[config.mk]
export PLATFORM = sky130hd
export DESIGN_NAME = seq_ctrl
export DESIGN_NICKNAME = d
export VERILOG_FILES = /design/src/rtl/seq_pkg.sv /design/src/rtl/seq_regcnt.sv /design/src/rtl/seq_ctrl.sv
export SDC_FILE = /design/constraint.sdc
export NUM_CORES = 1
export LEC_CHECK = 0
export CAP_MARGIN = 10
export CORE_ASPECT_RATIO = 0.75
export CORE_UTILIZATION = 35
export CTS_BUF_LIST = sky130_fd_sc_hd__clkbuf_2
export DETAILED_ROUTE_END_ITERATION = 12
export HOLD_SLACK_MARGIN = 0.05
export PLACE_DENSITY_LB_ADDON = 0.08
export REMOVE_ABC_BUFFERS = 1
export SYNTH_ARGS = -nofsm -noshare
export SYNTH_HDL_FRONTEND = slang
export SYNTH_SLANG_ARGS = --single-unit
[constraint.sdc]
create_clock -name clk -period 3.7 [get_ports clk]
set_input_delay 0.74 -clock clk [delete_from_list [all_inputs] [get_ports clk]]
set_output_delay 0.74 -clock clk [all_outputs]
set_load 0.01 [all_outputs]
[src/rtl/seq_pkg.sv]
// Shared definitions for the microprogram sequencer: opcodes, default width
// and the next-address source selector.
package seq_pkg;

  localparam int WIDTH_DEFAULT = 12;

  // AM2910-style instruction opcodes
  localparam logic [3:0] OP_JZ   = 4'd0;
  localparam logic [3:0] OP_CJS  = 4'd1;
  localparam logic [3:0] OP_JMAP = 4'd2;
  localparam logic [3:0] OP_CJP  = 4'd3;
  localparam logic [3:0] OP_PUSH = 4'd4;
  localparam logic [3:0] OP_JSRP = 4'd5;
  localparam logic [3:0] OP_CJV  = 4'd6;
  localparam logic [3:0] OP_JRP  = 4'd7;
  localparam logic [3:0] OP_RFCT = 4'd8;
  localparam logic [3:0] OP_RPCT = 4'd9;
  localparam logic [3:0] OP_CRTN = 4'd10;
  localparam logic [3:0] OP_CJPP = 4'd11;
  localparam logic [3:0] OP_LDCT = 4'd12;
  localparam logic [3:0] OP_LOOP = 4'd13;
  localparam logic [3:0] OP_CONT = 4'd14;
  localparam logic [3:0] OP_TWB  = 4'd15;

  // Next-address source: direct data, uPC, register/counter, stack top (F), zero
  typedef enum logic [2:0] {YS_D, YS_UPC, YS_R, YS_F, YS_ZERO} ysel_e;

endpackage

[src/rtl/seq_regcnt.sv]
// Register/counter R: loadable, decrements toward zero and holds there.
module seq_regcnt
  import seq_pkg::*;
#(
  parameter int WIDTH = WIDTH_DEFAULT
) (
  input  logic             clk,
  input  logic             reset_n,
  input  logic             load,
  input  logic             decrement,
  input  logic [WIDTH-1:0] d,
  output logic [WIDTH-1:0] r,
  output logic             zero
);

  assign zero = (r == '0);

  // Load wins over decrement; decrement saturates at zero.
  // NOTE: sequential state uses non-blocking (<=) so every flop samples pre-edge values.
  always_ff @(posedge clk or negedge reset_n) begin
    if (!reset_n)
      r <= '0;
    else if (load)
      r <= d;
    else if (decrement && !zero)
      r <= r - 1'b1;
  end

endmodule

[src/rtl/seq_ctrl.sv]
// Next-address controller for the microprogram sequencer. Decodes the
// instruction and condition, selects Y, drives the stack controls and keeps
// the uPC and the sticky stack-error flag.
module seq_ctrl
  import seq_pkg::*;
#(
  parameter int          WIDTH      = WIDTH_DEFAULT,
  parameter int unsigned RESET_ADDR = 0
) (
  input  logic             clk,
  input  logic             reset_n,
  input  logic [3:0]       instr,
  input  logic             cc_n,
  input  logic             ccen_n,
  input  logic             ci,
  input  logic             rld_n,
  input  logic [WIDTH-1:0] d,
  output logic [WIDTH-1:0] y,
  output logic             pl_n,
  output logic             map_n,
  output logic             vect_n,
  output logic             stk_push_en,
  output logic             stk_pop_en,
  output logic             stk_clear_en,
  output logic [WIDTH-1:0] stk_data_in,
  input  logic [WIDTH-1:0] stk_top,
  input  logic             stk_full,
  input  logic             stk_empty,
  output logic             stk_err
);

  logic [WIDTH-1:0] upc;
  logic [WIDTH-1:0] r;
  logic             r_zero;
  logic             pass;
  ysel_e            ysel;
  logic             push_req;
  logic             pop_req;
  logic             clear_req;
  logic             r_ld_dec;
  logic             r_dec;
  logic             blocked;

  assign pass = ccen_n | ~cc_n;

  // Instruction decode: Y source, stack request, R action and source strobes.
  // NOTE: every output gets a default first so no path leaves a latch behind.
  always_comb begin
    ysel      = YS_UPC;
    push_req  = 1'b0;
    pop_req   = 1'b0;
    clear_req = 1'b0;
    r_ld_dec  = 1'b0;
    r_dec     = 1'b0;
    pl_n      = 1'b0;
    map_n     = 1'b1;
    vect_n    = 1'b1;
    case (instr)
      OP_JZ: begin
        ysel      = YS_ZERO;
        clear_req = 1'b1;
      end
      OP_CJS: begin
        if (pass) begin
          ysel     = YS_D;
          push_req = 1'b1;
        end
      end
      OP_JMAP: begin
        ysel  = YS_D;
        pl_n  = 1'b1;
        map_n = 1'b0;
      end
      OP_CJP: begin
        if (pass) ysel = YS_D;
      end
      OP_PUSH: begin
        push_req = 1'b1;
        r_ld_dec = pass;
      end
      OP_JSRP: begin
        ysel     = pass ? YS_D : YS_R;
        push_req = 1'b1;
      end
      OP_CJV: begin
        if (pass) ysel = YS_D;
        pl_n   = 1'b1;
        vect_n = 1'b0;
      end
      OP_JRP: begin
        ysel = pass ? YS_D : YS_R;
      end
      OP_RFCT: begin
        if (!r_zero) begin
          ysel  = YS_F;
          r_dec = 1'b1;
        end else begin
          pop_req = 1'b1;
        end
      end
      OP_RPCT: begin
        if (!r_zero) begin
          ysel  = YS_D;
          r_dec = 1'b1;
        end
      end
      OP_CRTN: begin
        if (pass) begin
          ysel    = YS_F;
          pop_req = 1'b1;
        end
      end
      OP_CJPP: begin
        if (pass) begin
          ysel    = YS_D;
          pop_req = 1'b1;
        end
      end
      OP_LDCT: begin
        r_ld_dec = 1'b1;
      end
      OP_LOOP: begin
        if (pass) pop_req = 1'b1;
        else      ysel    = YS_F;
      end
      OP_CONT: begin
        ysel = YS_UPC;
      end
      OP_TWB: begin
        if (pass) begin
          pop_req = 1'b1;
        end else if (!r_zero) begin
          ysel  = YS_F;
          r_dec = 1'b1;
        end else begin
          ysel    = YS_D;
          pop_req = 1'b1;
        end
      end
      default: ysel = YS_UPC;
    endcase
  end

  // Next-address multiplexer
  always_comb begin
    case (ysel)
      YS_D:    y = d;
      YS_UPC:  y = upc;
      YS_R:    y = r;
      YS_F:    y = stk_top;
      YS_ZERO: y = '0;
      default: y = upc;
    endcase
  end

  // Stack requests are gated by status and forced off while in reset.
  assign stk_push_en  = push_req & ~stk_full & reset_n;
  assign stk_pop_en   = pop_req & ~stk_empty & reset_n;
  assign stk_clear_en = clear_req & reset_n;
  assign stk_data_in  = upc;
  assign blocked      = (push_req & stk_full) | (pop_req & stk_empty);

  // Microprogram counter: next address plus carry-in, wrapping at 2^WIDTH.
  always_ff @(posedge clk or negedge reset_n) begin
    if (!reset_n)
      upc <= WIDTH'(RESET_ADDR);
    else
      upc <= y + WIDTH'(ci);
  end

  // Sticky stack-error flag; a stack clear wipes it.
  always_ff @(posedge clk or negedge reset_n) begin
    if (!reset_n)
      stk_err <= 1'b0;
    else if (clear_req)
      stk_err <= 1'b0;
    else if (blocked)
      stk_err <= 1'b1;
  end

  // External rld_n load takes priority over any decode-driven R action.
  seq_regcnt #(.WIDTH(WIDTH)) u_regcnt (
    .clk       (clk),
    .reset_n   (reset_n),
    .load      (~rld_n | r_ld_dec),
    .decrement (r_dec),
    .d         (d),
    .r         (r),
    .zero      (r_zero)
  );

endmodule
==> results_dict.tcl, run 1 <==
set metrics [dict create \
    result_of_the_run "finished clean" \
    yosysSeqAreaShare_pct 30.5 \
    slew-limit-headroom_pct 51.1 \
    count_of_vias_placed_by_the_detailed_router 2184 \
    synthesis.area_um2 2050 \
    port_buffer_count 66 \
    ant_nets 0 \
    grt_start_max_net_pins 25 \
    die_h_um 68.3 \
    hold_class "in2async" \
    finalWirelength_um 6120 \
    n_antenna_cell 0 \
    fin_tns_setup_ns 0 \
    synth-main-ff-cell "sky130_fd_sc_hd__dfrtp_1" \
    post_drt_via_cell_ratio 5.00 \
    ir_drop_mv 0.204 \
    critical_path.max_fanout 15 \
    maxCapViolCount 0 \
    drtPass1Iterations 4 \
    synth_edf_count 0 \
    core.rowCount 23 \
    synthToLayoutAreaGrowth_pct 66.2 \
    top_level_ports 67 \
    finish.net_count 402 \
    place.detailed.hpwl_um 4700 \
    fmaxAchievable_mhz 277 \
    clk_pin_slew_ns 0.26 \
    synthDistinctLibCells 56 \
    cts_buffers 3 \
    post_route_drc 0 \
    first_global_vias 2148 \
    timing_worst_slew_pin_value_ns 0.731 \
    yosys_register_bits 25 \
    critical_path.startpoint_type "input pin" \
    initialDrtViolationCount 83 \
    timing.final.hold_violations 0 \
    min_period_ns 3.61 \
    layout.cells.most_common_list "sky130_fd_sc_hd__buf_4 (65), sky130_fd_sc_hd__clkdlybuf4s50_1 (48), sky130_fd_sc_hd__nand2_1 (32)" \
    floorplan.initialDensity_pct 37.4 \
    rsz0062_at_grt "yes" \
    power.leakage_nw 1.45 \
    drive_gt1_share_pct 30.7 \
    layout_worst_path_cycle_share_pct 97.7 \
    grt_overflow_total 0 \
    fp.dieArea_um2 6180 \
    timing.final.setup_violations 0 \
    ys.warnings.count 0 \
    timing.critical_path.arrival_ns 2.87 \
    mean_syn_cell_area_um2 8.81 \
    htree_num_levels 1 \
    core_um2 5500 \
    most_common_library_cell_in_the_layout_ignoring_fill_and_taps "sky130_fd_sc_hd__buf_4" \
    groute.usage.overall_pct 20.8 \
    worst_clock_skew_ns 0.0180 \
    grt_antenna_before_repair 0 \
    asyncSetResetFlopFracSynth_pct 100 \
    place.gp.congestion 0.821 \
    wl_per_cell_um 14.0 \
    root_buffer "sky130_fd_sc_hd__clkbuf_2" \
    post_synth_inst_count 233 \
    die_w_um 90.4 \
    setup.worst_path.class "in2out" \
    max-clock-path-buffers 2 \
    power_per_cell_area_nw_per_um2 317 \
    clock_sink_count 25 \
    drv_slew 0 \
    clk-insertion-delay-late_ns 0.37 \
    cts_tree "done" \
    cts_hold_buf 0 \
    cp_data_required_time_ns 2.96 \
    worstSetupEndpointType "output port" \
    grt_pass1_wl_um 10300 \
    hold_ws_ns 0.522 \
]
## power breakdown
group | internal, mW | switching, mW
Combinational | 0.344 | 0.251
Clock | 0.0251 | 0.0891
Sequential | 0.323 | 0.0490
Total | 0.693 | 0.389
## critical path, stage by stage
cell and delay [ns]:
sky130_fd_sc_hd__dlygate4sd2_1 0.36, sky130_fd_sc_hd__or3b_1 0.41, sky130_fd_sc_hd__o21ai_2 0.17, sky130_fd_sc_hd__o21a_1 0.18
sky130_fd_sc_hd__buf_12 0.16, sky130_fd_sc_hd__mux2_2 0.35, sky130_fd_sc_hd__o21a_1 0.20, sky130_fd_sc_hd__dlygate4sd2_1 0.29
## timing repair
action	CTS	global route
hold endpoints to repair	0	0
pin swaps	4	4
gates resized for setup	37	15
endpoints found under the setup margin	12	12
setup buffers	13	7
## state kept, by name (all words and copies together), names as in the netlist
register	flops
stk_data_in	12
stk_err	1
u_regcnt.r	12
## per-layer routing
layer	track usage, %	part of all wire (%)
met1	28.7	52
met2	36.0	44
met3	3.22	3.5
met4	2.22	0.25
met5	0	0
## synth_stat cells (all sizes together) (2+ instances only)
cell type,instances,share of area (%)
a211oi,5,1.8
a21oi,12,3.1
a22o,4,1.7
and2,6,1.8
and3,6,1.8
and3b,2,0.85
buf,6,2.5
clkbuf,7,1.3
dfrtp,25,30
ha,3,1.8
inv,5,0.91
mux2,2,1.1
mux2i,8,3.9
mux4,2,2.2
nand2,32,5.9
nand2b,2,0.61
nand3,7,2.0
nor2,14,2.9
nor3,2,0.49
nor3b,5,2.1
nor4,8,4.9
o211ai,7,2.8
o21a,3,1.5
o21ai,18,4.6
or3,4,1.2
xnor2,15,6.4
xor2,6,2.6
## area by class of cell
| cell class | count | area, um^2 |
|---|---|---|
| clock buffers | 3 | 15.0 |
| inverters | 5 | 18.8 |
| well taps | 75 | 93.8 |
| flip-flops and latches | 25 | 627 |
| multi-input cells | 190 | 1430 |
| fillers | 497 | 2080 |
| repair buffers | 138 | 1220 |
| clock inverters | 1 | 7.51 |
## cell families after synthesis
group / Yosys count / synth area share [%]
multiplexers: 12 / 7.19
AO/OA/AOI/OAI: 59 / 19.7
XOR/XNOR: 21 / 8.96
adder cells (fa/ha/maj): 3 / 1.83
flip-flops: 25 / 30.5
buffers and inverters: 18 / 4.69
AND/OR/NAND/NOR: 95 / 27.2
## stage by stage
step / std cells / area, um^2 / worst slack [ns] / total power, mW / utilization [%]
after detailed placement: 414 / 3150 / -0.312 / 0.936 / 57.4
final: 437 / 3410 / 0.0867 / 1.08 / 62.1
after global placement: 414 / 3150 / -0.278 / 0.929 / 57.4
after CTS: 431 / 3340 / 0.00205 / 1.07 / 60.7
after global routing: 437 / 3410 / -0.0106 / 1.16 / 62.1
after floorplan: 220 / 1980 / 0.265 / 0.604 / -
## final timing paths
path	from	endpoint	slack, ns	depth (start not counted)
worst max register to register	u_regcnt.r[0]	stk_data_in[6]	0.43	18
max in group asynchronous	reset_n	stk_data_in[1]	2.59	2
worst min-delay path	reset_n	u_regcnt.r[7]	0.52	1
worst max-delay path	instr[3]	y[2]	0.09	8
worst min register to register	stk_err	stk_err	0.57	2
min in group clk	stk_err	stk_err	0.57	2
No activity file was read; power rests on OpenSTA's default activity.
==> run 2: changes to the inputs <==
Settings changed: CAP_MARGIN 10 to 20, MAX_ROUTING_LAYER from default to met4.
==> results_dict.tcl, run 2 (synthesized netlist as in run 1, its figures left out) <==
set metrics [dict create \
    result_of_the_run "finished clean" \
    wl_per_cell_um 14.0 \
    die_w_um 90.4 \
    layout_worst_path_cycle_share_pct 97.7 \
    place.detailed.hpwl_um 4700 \
    finalWirelength_um 6100 \
    critical_path.startpoint_type "input pin" \
    max-clock-path-buffers 2 \
    critical_path.startpoint "instr[3]" \
    worst_clock_skew_ns 0.0206 \
    core_um2 5500 \
    post-layout-total-power_mw 1.08 \
    cts_tree "done" \
    groute.usage.overall_pct 21.5 \
    fin_tns_setup_ns 0 \
    grt_overflow_total 0 \
    setup_slack_ns 0.0867 \
    core.rowCount 23 \
    cts_buffers 3 \
    fmaxAchievable_mhz 277 \
    post_drt_via_cell_ratio 4.98 \
    drive_gt1_share_pct 30.7 \
    n_antenna_cell 0 \
    clk_pin_slew_ns 0.27 \
    drv_slew 0 \
    power_per_cell_area_nw_per_um2 317 \
    place.gp.congestion 0.833 \
    timing_worst_slew_pin_value_ns 0.734 \
    timing.critical_path.arrival_ns 2.87 \
    synthToLayoutAreaGrowth_pct 66.2 \
    grt_pass1_wl_um 10300 \
    combined_area_of_the_multi_input_logic_cells_um2 1430 \
    ir_drop_mv 0.204 \
    dpl.cell_count 414 \
    worstSetupEndpointType "output port" \
    root_buffer "sky130_fd_sc_hd__clkbuf_2" \
    clock_sink_count 25 \
    reg2reg_setup_slack_ns 0.42 \
    critical_path.max_fanout 15 \
    most_common_library_cell_in_the_layout_ignoring_fill_and_taps "sky130_fd_sc_hd__buf_4" \
    cp_data_required_time_ns 2.96 \
    first_global_vias 2143 \
    clk-insertion-delay-late_ns 0.37 \
    finish.net_count 402 \
    ant_nets 0 \
    layout.cells.most_common_list "sky130_fd_sc_hd__buf_4 (65), sky130_fd_sc_hd__clkdlybuf4s50_1 (48), sky130_fd_sc_hd__nand2_1 (32)" \
    regToRegEndpoint "stk_data_in[6]" \
    drtPass1Iterations 5 \
    count_of_vias_placed_by_the_detailed_router 2177 \
    die_h_um 68.3 \
    timing.final.setup_violations 0 \
    top_level_ports 67 \
    reg2regPathDepth 18 \
    initialDrtViolationCount 83 \
    maxCapViolCount 0 \
    fp.dieArea_um2 6180 \
    grt_antenna_before_repair 0 \
    rsz0062_at_grt "yes" \
    final.fill_count 497 \
    critical_path.reg2reg.startpoint "u_regcnt.r[0]" \
    post_route_drc 0 \
    cts_hold_buf 0 \
    final-instance-count-excl-fill 437 \
    floorplan.initialDensity_pct 37.4 \
    setup.worst_path.class "in2out" \
    hold_class "in2async" \
    min_period_ns 3.61 \
    slew-limit-headroom_pct 51.0 \
    timing.final.hold_violations 0 \
    htree_num_levels 1 \
    power.leakage_nw 1.45 \
    preCtsSetupSlack_ns -0.312 \
    port_buffer_count 66 \
    grt_start_max_net_pins 25 \
    final-seq-area_um2 627 \
]
[run 2: worst max path at each step]
stage          cells past startpoint              end  slack [ns]
3_5_place_dp                       8             y[2]       -0.31
3_3_place_gp                       9            y[11]       -0.28
4_1_cts                           11             y[0]       0.002
6_report                           8             y[2]        0.09
2_1_floorplan                     11  stk_data_in[10]        0.26
5_1_grt                           11             y[6]       -0.01
[run 2: critical path: stages]
cell and delay [ns]:
sky130_fd_sc_hd__dlygate4sd2_1 0.36, sky130_fd_sc_hd__or3b_1 0.41, sky130_fd_sc_hd__o21ai_2 0.17, sky130_fd_sc_hd__o21a_1 0.18, sky130_fd_sc_hd__buf_12 0.16, sky130_fd_sc_hd__mux2_2 0.35
sky130_fd_sc_hd__o21a_1 0.20, sky130_fd_sc_hd__dlygate4sd2_1 0.29
[run 2: what timing repair did]
| action | CTS | global route |
|---|---|---|
| gates cloned | 0 | 0 |
| pin swaps | 4 | 4 |
| endpoints found under the setup margin | 12 | 12 |
| resized for setup | 37 | 15 |
| setup buffers | 13 | 7 |
[run 2: final cells by class]
class,instances,share of cell area [%]
Multi-Input combinational cell,190,41.8
Timing Repair Buffer,138,35.9
Sequential cell,25,18.4
Tap cell,75,2.75
Inverter,5,0.550
Clock buffer,3,0.440
Clock inverter,1,0.220
[run 2: layer usage]
layer,vias to the layer above,routed length (um),track usage [%]
met3,2,190,2.89
li1,1116,-,-
met1,1015,3190,29.0
met4,0,15,2.22
met5,-,0,-
met2,44,2700,36.0
[run 2: where the power goes]
group,internal [mW],switching (mW)
registers,0.323,0.0489
logic,0.344,0.251
clock network,0.0251,0.0898
total,0.693,0.390
[run 2: through the flow]
stage          hold WS [ns]  area, um^2  utilization, %
6_report              0.518        3410            62.1
2_1_floorplan         0.444        1980               -
4_1_cts               0.490        3340            60.7
3_3_place_gp          0.511        3150            57.4
3_5_place_dp          0.525        3150            57.4
5_1_grt               0.482        3410            62.1
==> run 3: changes to the inputs <==
--- a/config.mk
+++ b/config.mk
@@ -9,4 +9,5 @@
 export CORE_ASPECT_RATIO = 0.75
-export CORE_UTILIZATION = 35
+export CORE_UTILIZATION = 48
 export CTS_BUF_LIST = sky130_fd_sc_hd__clkbuf_2
+export CTS_CLUSTER_SIZE = 30
 export DETAILED_ROUTE_END_ITERATION = 12
==> constraint.sdc (replaced) <==
create_clock -name clk -period 3.7 [get_ports clk]
set_input_delay 0.925 -clock clk [delete_from_list [all_inputs] [get_ports clk]]
set_output_delay 0.925 -clock clk [all_outputs]
set_load 0.01 [all_outputs]
==> results_dict.tcl, run 3 (synthesized netlist as in run 1, its figures left out) <==
set metrics [dict create \
    final.fill_count 238 \
    first_global_vias 2281 \
    cpMaxStageDelayCell "sky130_fd_sc_hd__or3b_4" \
    cts_buffers 3 \
    wl_per_cell_um 18.8 \
    final-instance-count-excl-fill 411 \
    setup_slack_ns -0.0474 \
    preCtsSetupSlack_ns -0.755 \
    ir_drop_mv 0.204 \
    critical_path.reg2reg.startpoint "u_regcnt.r[0]" \
    most_used_cell_along_the_critical_path "sky130_fd_sc_hd__buf_2" \
    htree_num_levels 1 \
    critical_path.startpoint "instr[0]" \
    initialDrtViolationCount 179 \
    ant_nets 0 \
    path_cells "buf_2, or3b_4, o21ai_0, a211oi_2, buf_4, a22o_1, nor2_2, a21oi_2, buf_2" \
    timing_worst_slew_pin_value_ns 0.654 \
    fmaxAchievable_mhz 267 \
    port_buffer_count 66 \
    timing.critical_path.arrival_ns 2.82 \
    die_h_um 58.6 \
    timing.final.hold_violations 0 \
    worstSetupEndpointType "output port" \
    grt_pass1_wl_um 10700 \
    slew-limit-headroom_pct 56.3 \
    die_w_um 77.5 \
    finish.net_count 396 \
    reg2regPathDepth 16 \
    fin_tns_setup_ns -0.150 \
    grt_overflow_total 0 \
    max-clock-path-buffers 2 \
    groute.usage.overall_pct 31.5 \
    grt_start_max_net_pins 26 \
    hold_class "reg2reg" \
    p_int_mw 0.678 \
    drive_gt1_share_pct 38.5 \
    drv_slew 0 \
    fp.dieArea_um2 4550 \
    drtPass1Iterations 5 \
    cp_data_required_time_ns 2.77 \
    clk_pin_slew_ns 0.24 \
    floorplan.initialDensity_pct 50.3 \
    critical_path.max_fanout 9 \
    post_drt_via_cell_ratio 5.91 \
    finalWirelength_um 7730 \
    critPathBufInv 3 \
    top_level_ports 67 \
    critical-path-top-delay-family "compound AO/OA/AOI/OAI gates" \
    place.detailed.hpwl_um 4710 \
    maxCapViolCount 0 \
    clock_power_share_pct 10.1 \
    layout_worst_path_cycle_share_pct 101 \
    count_of_vias_placed_by_the_detailed_router 2429 \
    net-switching-power_mw 0.437 \
    clock_sink_count 25 \
    power.leakage_nw 1.43 \
    critical_path.startpoint_type "input pin" \
    cts_tree "done" \
    root_buffer "sky130_fd_sc_hd__clkbuf_2" \
    min_period_ns 3.75 \
    path_depth 9 \
    power_per_cell_area_nw_per_um2 329 \
    most_common_library_cell_in_the_layout_ignoring_fill_and_taps "sky130_fd_sc_hd__buf_4" \
    holdPathStages 2 \
    place.gp.congestion 0.893 \
    dpl.cell_count 386 \
    min-delay-start "stk_err" \
    core_um2 4080 \
    grt_antenna_before_repair 0 \
    failed_checks "setup timing" \
    result_of_the_run "finished, violations left" \
    post-layout-total-power_mw 1.12 \
    n_antenna_cell 0 \
    core.rowCount 20 \
    timing.final.setup_violations 7 \
    worst_clock_skew_ns 0.00312 \
    critical_path.max_stage_delay_ns 0.41 \
    setup.worst_path.class "in2out" \
    power.share.combinational_pct 55.9 \
    relative_contribution_of_sequential_cells_to_total_power_pct 34.0 \
    sw_frac_of_total_pct 39.2 \
    clk-insertion-delay-late_ns 0.38 \
    synthToLayoutAreaGrowth_pct 65.1 \
    layout.cells.most_common_list "sky130_fd_sc_hd__buf_4 (61), sky130_fd_sc_hd__clkdlybuf4s50_1 (47), sky130_fd_sc_hd__nand2_1 (31)" \
    post_route_drc 0 \
]
## run 3: changes by cell type in the layout (fill, tap and decap cells not counted), sizes merged
cell,before,now
clkbuf,5,10
dlymetal6s2s,2,1
clkinvlp,1,0
buf,73,75
clkdlybuf4s15,0,1
clkinv,0,1
clkdlybuf4s50,48,47
dlygate4sd2,13,1
## run 3: cell type report
type | instances | area (um^2) | area share, %
Clock buffer | 3 | 15.0 | 0.443
Clock inverter | 1 | 5.00 | 0.148
Inverter | 5 | 18.8 | 0.554
Multi-Input combinational cell | 190 | 1550 | 45.7
Sequential cell | 25 | 627 | 18.5
Tap cell | 55 | 68.8 | 2.03
Timing Repair Buffer | 132 | 1110 | 32.6
## run 3: worst reg2reg max path, stage by stage (launching register included)
cell	delay [ns]
sky130_fd_sc_hd__dfrtp_1	0.47
sky130_fd_sc_hd__inv_2	0.09
sky130_fd_sc_hd__ha_4	0.14
sky130_fd_sc_hd__nor3b_4	0.26
sky130_fd_sc_hd__nand3_4	0.14
sky130_fd_sc_hd__o211ai_2	0.23
sky130_fd_sc_hd__buf_4	0.14
sky130_fd_sc_hd__or2_4	0.15
sky130_fd_sc_hd__and3_1	0.17
sky130_fd_sc_hd__a211oi_1	0.07
sky130_fd_sc_hd__a21oi_1	0.17
sky130_fd_sc_hd__buf_4	0.13
sky130_fd_sc_hd__ha_1	0.16
sky130_fd_sc_hd__o211ai_1	0.18
sky130_fd_sc_hd__nor4_4	0.31
sky130_fd_sc_hd__nand4_1	0.17
sky130_fd_sc_hd__xnor2_1	0.27
## run 3: worst paths after layout
check	slack (ns)	end
max in group asynchronous	2.40	u_regcnt.r[5]
max reg2reg	0.38	stk_data_in[11]
max	-0.05	y[4]
min reg2reg	0.56	stk_err
min in group asynchronous	1.04	stk_data_in[1]
min	0.56	stk_err
## run 3: power groups by stage
stage	Combinational, mW	Clock (mW)	Sequential, mW
after global routing	0.662	0.125	0.384
after floorplan	0.221	0	0.383
after global placement	0.532	0	0.372
after detailed placement	0.547	0	0.374
final	0.623	0.113	0.379
after CTS	0.573	0.114	0.371
## run 3: layer usage
| metal | GRT usage, % | vias to the layer above | wire length [um] |
|---|---|---|---|
| li1 | - | 1093 | - |
| met1 | 38.5 | 1165 | 3030 |
| met2 | 54.4 | 138 | 3760 |
| met3 | 6.36 | 33 | 635 |
| met4 | 7.01 | 0 | 305 |
| met5 | - | - | 0 |
## run 3: what timing repair did
action	in CTS	in global routing
gates resized for setup	77	42
pin swaps	4	8
hold buffers	0	0
cloned	1	0
setup endpoints to repair	15	13
setup buffers	16	5
## run 3: metrics by stage
step / hold slack (ns) / util (%) / area (um^2)
3_3_place_gp: 0.522 / 74.6 / 3040
3_5_place_dp: 0.520 / 74.6 / 3040
5_1_grt: 0.628 / 83.1 / 3390
2_1_floorplan: 0.542 / - / 1980
4_1_cts: 0.574 / 80.5 / 3280
6_report: 0.561 / 83.1 / 3390
